File: src/rtl/seq_player_pkg.sv
// -----------------------------------------------------------------------------
// seq_player_pkg
// Shared definitions for the colour sequence player:
//   - state_e : player FSM state encoding (IDLE=0, SHOW=1, GAP=2, FINISH=3)
//   - color_e : colour codes presented to the external 4:1 colour mux
//   - step_color() : extracts the 2-bit colour of one step from the 32-bit
//                    colour memory (step k lives in bits [2k+1:2k])
// -----------------------------------------------------------------------------
package seq_player_pkg;

  typedef enum logic [1:0] {
    ST_IDLE   = 2'd0,
    ST_SHOW   = 2'd1,
    ST_GAP    = 2'd2,
    ST_FINISH = 2'd3
  } state_e;

  typedef enum logic [1:0] {
    CLR_0 = 2'd0,
    CLR_1 = 2'd1,
    CLR_2 = 2'd2,
    CLR_3 = 2'd3
  } color_e;

  // Colour code of step 'step' inside the packed colour memory.
  function automatic color_e step_color(input logic [31:0] seq, input logic [3:0] step);
    return color_e'(seq[{step, 1'b0} +: 2]);
  endfunction

endpackage

File: src/rtl/seq_player_timer.sv
// -----------------------------------------------------------------------------
// seq_timer
// Loadable down-counter with a zero flag. A load takes priority over counting;
// the counter stops at zero and stays there until the next load.
// Ports:
//   clk_i      : clock, rising edge
//   rst_i      : synchronous active-high reset (count forced to 0)
//   load_i     : load load_val_i this cycle
//   load_val_i : value loaded (cycles remaining minus one)
//   zero_o     : count is zero
// -----------------------------------------------------------------------------
module seq_timer #(
  parameter int TW = 3
) (
  input  logic          clk_i,
  input  logic          rst_i,
  input  logic          load_i,
  input  logic [TW-1:0] load_val_i,
  output logic          zero_o
);

  logic [TW-1:0] cnt_q;
  logic [TW-1:0] cnt_d;

  // Next count: load, else decrement until zero.
  always_comb begin
    cnt_d = cnt_q;
    if (load_i) begin
      cnt_d = load_val_i;
    end else if (cnt_q != {TW{1'b0}}) begin
      cnt_d = cnt_q - {{(TW-1){1'b0}}, 1'b1};
    end else begin
      cnt_d = {TW{1'b0}};
    end
  end

  // Count register with synchronous reset.
  always_ff @(posedge clk_i) begin
    if (rst_i) begin
      cnt_q <= {TW{1'b0}};
    end else begin
      cnt_q <= cnt_d;
    end
  end

  assign zero_o = (cnt_q == {TW{1'b0}});

endmodule

File: src/rtl/seq_player.sv
// -----------------------------------------------------------------------------
// seq_player
// Plays a sequence of up to 16 colours: each step shows its colour for
// ON_CYCLES cycles (LED_EN=1) followed by OFF_CYCLES blank cycles, then a
// one-cycle DONE pulse. LEN and SEQ are latched when START is accepted in IDLE.
// All outputs are registered, decoded from the next state.
// Optional feature: define SEQ_PLAYER_ABORT_EN to add the ABORT input, which
// returns any active playback to IDLE on the next cycle without DONE.
// Ports:
//   CLOCK  : clock, rising edge
//   RESET  : synchronous active-high reset
//   START  : play request, honoured only in IDLE
//   LEN    : index of the last step (0..15)
//   SEQ    : colour memory, step k = SEQ[2k+1:2k]
//   ABORT  : (SEQ_PLAYER_ABORT_EN only) cancel playback
//   SEL    : colour select for the external 4:1 mux
//   LED_EN : colour is being displayed
//   STEP   : index of the step being played
//   BUSY   : not in IDLE
//   DONE   : one-cycle pulse at the end of playback
// -----------------------------------------------------------------------------
module seq_player
  import seq_player_pkg::*;
#(
  parameter int ON_CYCLES  = 25000000,
  parameter int OFF_CYCLES = 12500000
) (
  input  logic        CLOCK,
  input  logic        RESET,
  input  logic        START,
  input  logic [3:0]  LEN,
  input  logic [31:0] SEQ,
`ifdef SEQ_PLAYER_ABORT_EN
  input  logic        ABORT,
`endif
  output logic [1:0]  SEL,
  output logic        LED_EN,
  output logic [3:0]  STEP,
  output logic        BUSY,
  output logic        DONE
);

  localparam int MAX_CYC = (ON_CYCLES > OFF_CYCLES) ? ON_CYCLES : OFF_CYCLES;
  localparam int TW      = $clog2(MAX_CYC + 1);
  // Timer holds "cycles remaining minus one" so a phase ends when it hits zero.
  localparam logic [TW-1:0] ON_LOAD  = TW'(ON_CYCLES - 1);
  localparam logic [TW-1:0] OFF_LOAD = TW'(OFF_CYCLES - 1);

  state_e        state_q, state_d, play_state_s;
  logic [3:0]    step_q, step_d;
  logic [3:0]    len_q, len_d;
  logic [31:0]   seq_q, seq_d;
  logic [1:0]    sel_q, sel_d;
  logic          led_en_q, led_en_d;
  logic          busy_q, busy_d;
  logic          done_q, done_d;
  logic          load_s, play_load_s;
  logic [TW-1:0] load_val_s, play_load_val_s;
  logic          tmr_zero_s;
  logic          abort_s;

`ifdef SEQ_PLAYER_ABORT_EN
  assign abort_s = ABORT;
`else
  assign abort_s = 1'b0;
`endif

  seq_timer #(
    .TW (TW)
  ) u_timer (
    .clk_i      (CLOCK),
    .rst_i      (RESET),
    .load_i     (load_s),
    .load_val_i (load_val_s),
    .zero_o     (tmr_zero_s)
  );

  // Playback FSM next state, latched operands and timer reloads.
  always_comb begin
    play_state_s    = state_q;
    play_load_s     = 1'b0;
    play_load_val_s = {TW{1'b0}};
    step_d          = step_q;
    len_d           = len_q;
    seq_d           = seq_q;
    case (state_q)
      ST_IDLE: begin
        if (START) begin
          len_d           = LEN;
          seq_d           = SEQ;
          step_d          = 4'd0;
          play_state_s    = ST_SHOW;
          play_load_s     = 1'b1;
          play_load_val_s = ON_LOAD;
        end else begin
          play_state_s = ST_IDLE;
        end
      end
      ST_SHOW: begin
        if (tmr_zero_s) begin
          play_state_s    = ST_GAP;
          play_load_s     = 1'b1;
          play_load_val_s = OFF_LOAD;
        end else begin
          play_state_s = ST_SHOW;
        end
      end
      ST_GAP: begin
        if (!tmr_zero_s) begin
          play_state_s = ST_GAP;
        end else if (step_q == len_q) begin
          // Compare before incrementing so LEN=15 never wraps STEP.
          play_state_s    = ST_FINISH;
          play_load_s     = 1'b1;
          play_load_val_s = {TW{1'b0}};
        end else begin
          step_d          = step_q + 4'd1;
          play_state_s    = ST_SHOW;
          play_load_s     = 1'b1;
          play_load_val_s = ON_LOAD;
        end
      end
      ST_FINISH: begin
        play_state_s    = ST_IDLE;
        play_load_s     = 1'b1;
        play_load_val_s = {TW{1'b0}};
      end
      default: begin
        play_state_s    = ST_IDLE;
        play_load_s     = 1'b1;
        play_load_val_s = {TW{1'b0}};
      end
    endcase
  end

  // Abort override and registered-output next values.
  always_comb begin
    state_d    = play_state_s;
    load_s     = play_load_s;
    load_val_s = play_load_val_s;
    if (abort_s && (state_q != ST_IDLE)) begin
      state_d    = ST_IDLE;
      load_s     = 1'b1;
      load_val_s = {TW{1'b0}};
    end else begin
      state_d    = play_state_s;
      load_s     = play_load_s;
      load_val_s = play_load_val_s;
    end
    led_en_d = (state_d == ST_SHOW);
    busy_d   = (state_d != ST_IDLE);
    done_d   = (state_d == ST_FINISH);
    // SEL follows the active step and freezes once playback leaves SHOW/GAP.
    if ((state_d == ST_SHOW) || (state_d == ST_GAP)) begin
      sel_d = step_color(seq_d, step_d);
    end else begin
      sel_d = sel_q;
    end
  end

  // State, latched operands and output registers.
  always_ff @(posedge CLOCK) begin
    if (RESET) begin
      state_q  <= ST_IDLE;
      step_q   <= 4'd0;
      len_q    <= 4'd0;
      seq_q    <= 32'd0;
      sel_q    <= 2'd0;
      led_en_q <= 1'b0;
      busy_q   <= 1'b0;
      done_q   <= 1'b0;
    end else begin
      state_q  <= state_d;
      step_q   <= step_d;
      len_q    <= len_d;
      seq_q    <= seq_d;
      sel_q    <= sel_d;
      led_en_q <= led_en_d;
      busy_q   <= busy_d;
      done_q   <= done_d;
    end
  end

  assign SEL    = sel_q;
  assign LED_EN = led_en_q;
  assign STEP   = step_q;
  assign BUSY   = busy_q;
  assign DONE   = done_q;

endmodule

File: config.mk
export PLATFORM = sky130hd
export DESIGN_NAME = seq_player
export DESIGN_NICKNAME = d
export VERILOG_FILES = /design/src/rtl/seq_player_pkg.sv /design/src/rtl/seq_player_timer.sv /design/src/rtl/seq_player.sv
export SDC_FILE = /design/constraint.sdc
export NUM_CORES = 1
export LEC_CHECK = 0
export ABC_AREA = 0
export CELL_PAD_IN_SITES_DETAIL_PLACEMENT = 2
export CELL_PAD_IN_SITES_GLOBAL_PLACEMENT = 2
export CORE_UTILIZATION = 35
export DETAILED_ROUTE_END_ITERATION = 10
export DONT_BUFFER_PORTS = 1
export PLACE_DENSITY = 0.81
export REMOVE_ABC_BUFFERS = 1
export SYNTH_ARGS = -nofsm -noshare
export SYNTH_HDL_FRONTEND = slang
export SYNTH_SLANG_ARGS = --single-unit
File: constraint.sdc
create_clock -name CLOCK -period 7 [get_ports CLOCK]
set_input_delay 0.7 -clock CLOCK [delete_from_list [all_inputs] [get_ports CLOCK]]
set_output_delay 0.7 -clock CLOCK [all_outputs]
set_load 0.05 [all_outputs]
After elaboration in Yosys (flattened, before gate mapping)
Index checks and enable logic that the tools add are counted.
{ "totals": {"elab_cells": 47, "out_inout_bits": 9, "regBits": 72, "input_bits": 39} }
{ "op_classes": {"reduce_logical": 7, "addsub": 2, "shifts": 1, "eq_ne": 7, "n_mux": 21} }
{ "op_table": {"columns": ["cell", "n"], "rows": [
  ["25-bit 2-to-1 mux", 5],
  ["25-bit case mux with 4 select lines", 1],
  ["32-bit 2-to-1 mux", 2],
  ["32-bit by 6-bit indexed part select with 2-bit output", 1],
  ["25-bit logical NOT", 1],
  ["25-bit nonzero test", 1],
  ["25-bit by 1-bit subtractor with 25-bit output (second input constant)", 1],
  ["24-bit 2-to-1 mux", 1],
  ["4-bit 2-to-1 mux", 3],
  ["2-bit equality test (second input constant)", 4],
  ["2-bit case mux with 4 select lines", 1],
  ["4-bit case mux with 2 select lines", 1],
  ["2-bit 2-to-1 mux", 3],
  ["4-bit by 1-bit adder with 4-bit output (second input constant)", 1],
  ["2-bit by 1-bit equality test with 1-bit output (second input constant)", 2],
  ["4-bit equality test", 1],
  ["1-bit 2-to-1 mux", 3],
  ["1-bit case mux with 3 select lines", 1],
  ["2-bit logical NOT", 1],
  ["2-bit AND reduction", 1],
  ["2-bit nonzero test", 1],
  ["2-bit OR reduction", 1],
  ["1-bit logical OR", 1]
]} }

Logic depth before layout (Yosys ltp)
Gate-level depths: netlist of the first run.
{ "logic_depth": {"word_depth": 6, "ltp_mapped": 13, "depth_no_buf": 13} }

By module
From an unflattened synthesis of the first run, not the netlist that was laid out.
{ "unflattened": {"hier_cells": 479, "area_unflattened_um2": 3995.1} }
{ "by_module_without_submodules": {"columns": ["mod", "seq_area_each_um2", "cells_per_inst", "instances", "area_each_um2"], "rows": [
  ["seq_player", 940.9, 323, 1, 2593.7],
  ["seq_timer", 500.5, 156, 1, 1401.3]
]} }

Worst setup path before layout of the first run
OpenSTA, ideal clock, no wires.
{ "synth_path": {"path_kind": "register -> register", "start": "register u_timer.cnt_q[11]", "end": "register sel_q[0], in the netlist SEL[0]", "arrival_ns": 3.008, "period_less_slack_ns": 3.111, "required_ns": 6.897, "path_buffers": 1, "setup_time_ns": 0.103, "path_stages_with_launch": 12, "path_slack_ns": 3.889, "cell_sequence": "dfxtp_1 > or4_4 > or3_1 > buf_2 > nor4_1 > o21ai_0 > o21bai_1 > inv_1 > ha_1 > nor2_1 > a32o_1 > a2111oi_2"} }
{ "synth_via": {"elab_chain_len": 5, "elab_cells_between_ends": 10, "cone_classes": "eq/ne (2); shift (1); mux (5); reduce/logical (2)"} }
{ "synth_rtl": {"columns": ["item", "line_no", "text"], "rows": [
  ["start, declared", "seq_player_timer.sv:22", "logic [TW-1:0] cnt_q;"],
  ["start signal, assigned", "seq_player_timer.sv:40", "cnt_q <= {TW{1'b0}};"],
  ["start signal, assigned", "seq_player_timer.sv:42", "cnt_q <= cnt_d;"],
  ["25-bit logical NOT (*)", "seq_player_timer.sv:46", "assign zero_o = (cnt_q == {TW{1'b0}});"],
  ["2-bit 2-to-1 mux, on equally long branches", "seq_player.sv:109, seq_player.sv:100", null],
  ["2-bit case mux with 4 select lines (*)", "seq_player.sv:86", "case (state_q)"],
  ["net play_state_s[0]", "seq_player.sv:49", "state_e state_q, state_d, play_state_s;"],
  ["2-bit by 1-bit equality test with 1-bit output / 2-bit equality test (equally long branches)", "seq_player.sv:154", "if ((state_d == ST_SHOW) || (state_d == ST_GAP)) begin"],
  ["1-bit logical OR (*)", "seq_player.sv:154", null],
  ["end signal, assigned", "seq_player.sv:177", "sel_q <= sel_d;"],
  ["end, declared", "seq_player.sv:53", "logic [1:0] sel_q, sel_d;"]
]} }
The timed path passes the listed nets; every way through them passes the cells marked *.
A chain may end at the register's enable or synchronous reset.

Worst setup path in the final report of the first run
{ "layout_path": {"start": "register u_timer.cnt_q[0]", "end": "register sel_q[0], in the netlist SEL[0]"} }
{ "layout_via": {"elab_chain_len": 5, "elab_cells_between_ends": 10, "cone_classes": "eq/ne (2); shift (1); mux (5); reduce/logical (2)"} }
{ "layout_rtl": {"columns": ["item", "line_no"], "rows": [
  ["25-bit logical NOT (*)", "seq_player_timer.sv:46"],
  ["parallel branches: the longest is 4 deep, another holds 32-bit by 6-bit indexed part select with 2-bit output", null]
]} }
Every way passes the cells marked *.

==> results.ini, run 1 <==
[status]
status=finished clean

[floorplan]
design.core.area_mm2=0.01028
rows=37
initial_core_util_pct=35.83
pin_count=48
die_h_um=104.6
die_x_um=104.6
die_area_mm2=0.01093

[synthesis]
async_reset_ff_share_pct=0
synth_area_mm2=0.003682
synthFlopType=dfxtp_1
synth_top_area_cell=dfxtp_1
synth.avg_cell_area_um2=8.644
synth_cell_types=59
ys_seq_area_share_pct=39.14
ys_warn_count=0
synth_seq_cells=72
synthCells=426
synthXorXnorAreaFrac_pct=5.708
synthTopCellsByArea=dfxtp_1 39%, nand2_1 8.0%, mux2i_1 7.9%
synth_top_cell_area_share_pct=39.14
synthMuxAreaShare_pct=11.25
synth_enable_flop_cells=0
synth_compound_area_share_pct=15.60
synth_top_family_by_area=simple AND/OR/NAND/NOR gates
synthAdderAreaFrac_pct=3.058
yosys.area_share.simple_pct=21.34

[power_and_ir_drop]
cellPowerDensity_mw_per_mm2=255.0
leakage_uw=0.001361
vdd_ir_drop_max_v=0.0001128

[sta]
max_freq_mhz=262.9
rsz0062_at_grt=no
fin_skew_ps=12.08
fin_crit_sh_pct=54.34
relSlewSlack_pct=21.87
maxSlewViolCount=0
report.final.hold_viol_count=0
setup_violations=0
tightestPinTransition_ps=1169
period_needed_ps=3804
setup_slack_ps=3196
setup_tns_ps=0

[global_routing]
grt_pass1_vias=3449
grt.overflow.total=0
grt_pass1_wl_um=17010
grt_max_degree=52
grt_use_total_pct=19.67
antenna_found_initial=0

[critical_path]
worst-setup-path-type=flop to flop
crit_path_start_kind=flop
startpoint=u_timer.cnt_q[0]$_SDFF_PP0_
critPathMaxFanout=23
timing.rr.start=u_timer.cnt_q[0]$_SDFF_PP0_
critical_path_arrival_ps=4040
cp-end-kind=flop
crit_required_ps=7240

[layout]
finish.utilization_pct=38.63
antennaDiodeCount=0
ff_latch_area_mm2=0.001441
finalInstanceArea_mm2=0.003970
drive_gt1_share_pct=9.479
fin_nets=465
area_growth_pct=7.815
n_fill_cell=1168
multi_input_area_mm2=0.002097
instances_no_fill=558

[drt]
routed_via_density=5.459
vias=3046
wl_um=10170
dr.pass1.iters=3
antenna_left=0
avgRoutedWirePerCell_um=18.23
drcViolationCount=0
drt_iter0_drc=61

[clocking]
cts.clk_slew.worst_paths_ps=90
cts_sinks=72
cts_tree=built
post_cts_resized=0
ctsLongestPathBuffers=2
post_cts_buffers=0
cts-htree-levels=3
clk_latency_ps=350
cts_hold_buffers=0
cts_root_buffer=clkbuf_8
cts_buffers=9

[place]
dp_cells=542
io_buffers=0
post-place-ws_ps=3215
routabilityCongestion=0.7471
place_area_mm2=0.003772
hpwl_um=7135

[run]
drv_cap=0

[hold_path]
hold_start=RESET
hp-class=primary input to flop

per-stage QoR:
step | hold slack, ps | power, µW
2_1_floorplan | 426.8 | 629.5
3_3_place_gp | 433.6 | 666.7
3_5_place_dp | 442.6 | 680.7
4_1_cts | 403.9 | 1023
6_report | 403.3 | 1012
5_1_grt | 387.7 | 1066
final cells by class:
type | count | area share (%)
tap | 136 | 4.286
inverter | 11 | 1.040
clock buffer | 11 | 3.561
sequential | 72 | 36.31
multi-input combinational | 320 | 52.82
clock inverter | 5 | 1.418
timing repair buffer | 3 | 0.5673
report_power, final:
group          leakage, µW  internal (µW)  switching (µW)  total (µW)
Combinational     0.000670           77.5             102         180
Clock            0.0000993            174             168         343
Sequential        0.000592            446            43.6         490
metal layers:
| layer | up-vias | track usage, % | share of wire (%) |
|---|---|---|---|
| met5 | - | 0 | 0 |
| met4 | 0 | 6.237 | 1.7 |
| met3 | 16 | 4.991 | 4.1 |
| li1 | 1474 | - | - |
| met2 | 40 | 36.33 | 52 |
| met1 | 1516 | 21.91 | 43 |
cell usage after synthesis (2+ instances only):
library cell,instances
a21boi_0,2
a21o_1,2
a21oi_1,36
a32o_1,2
buf_2,4
clkbuf_1,16
dfxtp_1,72
ha_1,9
inv_1,11
mux2_2,7
mux2i_1,29
mux4_2,2
nand2_1,78
nand3_1,6
nor2_1,28
nor2b_1,4
nor3_1,10
nor4_1,7
nor4_4,2
o211a_1,2
o211ai_1,3
o21ai_0,25
o311ai_0,2
o31ai_1,4
or2_2,2
or3_1,3
or4_1,3
or4_4,2
xnor2_1,21
xor2_1,3
critical path, stage by stage (launching register included):
cell and delay, ps:
dfxtp_1 330, inv_1 80, ha_1 200, nor4b_2 290, nand4_1 280, or4b_1 610, nand3_1 880, mux4_2 430
o211a_1 240, a2111oi_2 350
flip-flops by register name (all words and copies together), names as in the netlist:
name,count
state_q,2
STEP,4
BUSY,1
SEL,2
LED_EN,1
u_timer.cnt_q,25
DONE,1
len_q,4
seq_q,32
cell usage in the layout, fill, tap and decap left out, types with 3 or more instances in the layout:
cell type and count:
o211ai_1 3, a21oi_1 36, xnor2_1 21, inv_1 11, nor2b_1 4, or3_1 3, o31ai_1 4, mux2i_1 29
clkbuf_8 10, nand3_1 6, xor2_1 3, dfxtp_1 72, o21ai_0 24, nor2_1 28, buf_4 3, mux2_2 7
nor3_1 10, nor4_1 7, ha_1 9, or4_1 3, nand2_1 78
cells by family after synthesis:
| group | count (synthesis) |
|---|---|
| fa+ha+maj | 9 |
| flops | 72 |
| buf+inv | 34 |
| simple gates | 159 |
| compound gates | 90 |
| xor+xnor | 24 |
| mux | 38 |
final timing paths:
check / to / slack (ps) / depth (start not counted)
setup / recovery: SEL[0]$_SDFFE_PP0P_ / 3200 / 9
hold / removal: seq_q[29]$_SDFF_PP0_ / 400 / 1
setup reg to reg: SEL[0]$_SDFFE_PP0P_ / 3200 / 9
hold reg to reg: seq_q[27]$_SDFF_PP0_ / 450 / 2
Note: power is estimated with default switching activity, not from simulation.
==> run 2: changes to the inputs <==
Clock period 7 ns to 3.9 ns, I/O delays scaled along.
==> run 2 against run 1 <==
  * Register-to-register slack worse by 2900 ps
  * Setup slack worse by 2900 ps
  * Clock skew is 5.6 ps lower
  * Via count is 1.2% higher
  * Sequential power is 80% higher
  * Critical path type unchanged
  * Largest power group unchanged
==> results.ini, run 2 (synthesized netlist as in run 1, its figures left out) <==
[critical_path]
critical_path_arrival_ps=3840
timing.rr.start=u_timer.cnt_q[11]$_SDFF_PP0_
worst-setup-path-type=flop to flop
cp-end-kind=flop
reg2regPathDepth=10
critPathMaxFanout=7
crit_path_start_kind=flop
setup.worst_path.end=SEL[0]$_SDFFE_PP0P_
startpoint=u_timer.cnt_q[11]$_SDFF_PP0_
r2r_setup_slack_ps=310
crit_required_ps=4160
reg2reg_to=SEL[0]$_SDFFE_PP0P_

[layout]
drive_gt1_share_pct=12.01
final_common_cell=nand2_1
layout_common_cells=78 x nand2_1, 72 x dfxtp_1, 36 x a21oi_1
reg_top3=seq_q x32, u_timer.cnt_q x25
instances_no_fill=569
fin_nets=476
regMostFlops=seq_q
finalInstanceArea_mm2=0.004058
antennaDiodeCount=0
area_growth_pct=10.19
largest_reg_flops=32

[floorplan]
die_area_mm2=0.01093
die_h_um=104.6
initial_core_util_pct=35.83
pin_count=48
design.core.area_mm2=0.01028
die_x_um=104.6
rows=37

[global_routing]
grt_max_degree=52
use_met3_pct=5.864
grt.overflow.total=0
grt_pass1_wl_um=17390
antenna_found_initial=0
grt_use_total_pct=20.13
met2_usage_pct=36.19
grt.busiest_layer=met2
grt_pass1_vias=3495
grtUsageMet1_pct=22.20

[power_and_ir_drop]
switching_share_pct=29.80
vdd_ir_drop_max_v=0.0002205
p_switching_uw=536.7
cellPowerDensity_mw_per_mm2=443.8
leakage_uw=0.001426
pwr-share-clk_pct=32.7
seq_power_share_pct=48.9
p_int_uw=1264
combinationalPowerShare_pct=18.4

[sta]
max_freq_mhz=278.9
report.final.hold_viol_count=0
relSlewSlack_pct=38.93
period_needed_ps=3586
tightestPinTransition_ps=916.0
fin_skew_ps=6.525
setup_slack_ps=314.3
maxSlewViolCount=0
fin_crit_sh_pct=91.94
setup_violations=0
rsz0062_at_grt=no
setup_tns_ps=0

[drt]
drt_iter0_drc=53
dr.pass1.iters=4
routed_via_density=5.418
drcViolationCount=0
vias=3083
antenna_left=0
avgRoutedWirePerCell_um=18.11
wl_um=10310

[clocking]
cts_hold_buffers=0
cts_tree=built
cts_buffers=9
cts_sinks=72
clk_latency_ps=350
cts_root_buffer=clkbuf_8
post_cts_buffers=0
cts-htree-levels=3
post_cts_resized=0
cts.clk_slew.worst_paths_ps=80
ctsLongestPathBuffers=2

[run]
drv_cap=0

[place]
routabilityCongestion=0.7572
io_buffers=0
post-place-ws_ps=399.4
hpwl_um=7511
dp_cells=553
place_area_mm2=0.003855

[hold_path]
hp-class=primary input to flop

[status]
status=finished clean

==> run 2: metrics by stage <==
| stage | power, µW | util (%) | hold slack, ps |
|---|---|---|---|
| final | 1801 | 39.48 | 96.93 |
| after CTS | 1828 | 39.48 | 76.76 |
| after detailed placement | 1231 | 37.51 | 442.3 |
| after global routing | 1898 | 39.48 | 78.50 |
| after global placement | 1205 | 37.51 | 433.2 |
| after floorplan | 1130 | - | 426.8 |
==> run 2: power by group through the flow <==
stage / logic [µW] / clock network (µW) / registers (µW)
finish: 331 / 588 / 881
global route: 370 / 638 / 890
CTS: 337 / 609 / 882
detailed placement: 334 / 0 / 898
global placement: 314 / 0 / 891
floorplan: 250 / 0 / 880
==> run 2: metal layers <==
| metal | wire length (µm) | part of all wire, % |
|---|---|---|
| met1 | 4346 | 42 |
| met2 | 5357 | 52 |
| met3 | 402 | 3.9 |
| met4 | 199 | 1.9 |
| met5 | 0 | 0 |
==> run 2: how the worst min path moves through the flow <==
stage                          from                    to  depth (start not counted)
3_3_place_gp    seq_q[2]$_SDFF_PP0_   seq_q[2]$_SDFF_PP0_                          2
4_1_cts                       RESET  seq_q[19]$_SDFF_PP0_                          1
3_5_place_dp   seq_q[26]$_SDFF_PP0_  seq_q[26]$_SDFF_PP0_                          2
2_1_floorplan  seq_q[11]$_SDFF_PP0_  seq_q[11]$_SDFF_PP0_                          2
6_report                      RESET  seq_q[23]$_SDFF_PP0_                          1
5_1_grt                       RESET   seq_q[9]$_SDFF_PP0_                          1
==> run 2: layout make-up <==
cell class / count / area (µm²)
fillers: 1168 / 6220
multi-input cells: 320 / 2097
flip-flops and latches: 72 / 1441
clock buffers: 14 / 192.7
well taps: 136 / 170.2
repair buffers: 14 / 105.1
inverters: 11 / 41.29
clock inverters: 2 / 10.01
==> run 2: worst max-delay path: stages (launching register included) <==
cell       delay [ps]
dfxtp_1           360
or4_4             580
or3_1             440
nor4_1            580
o21ai_0           160
o21bai_1          250
inv_1             100
ha_1              380
nor2_1            120
a32o_1            270
a2111oi_2         260
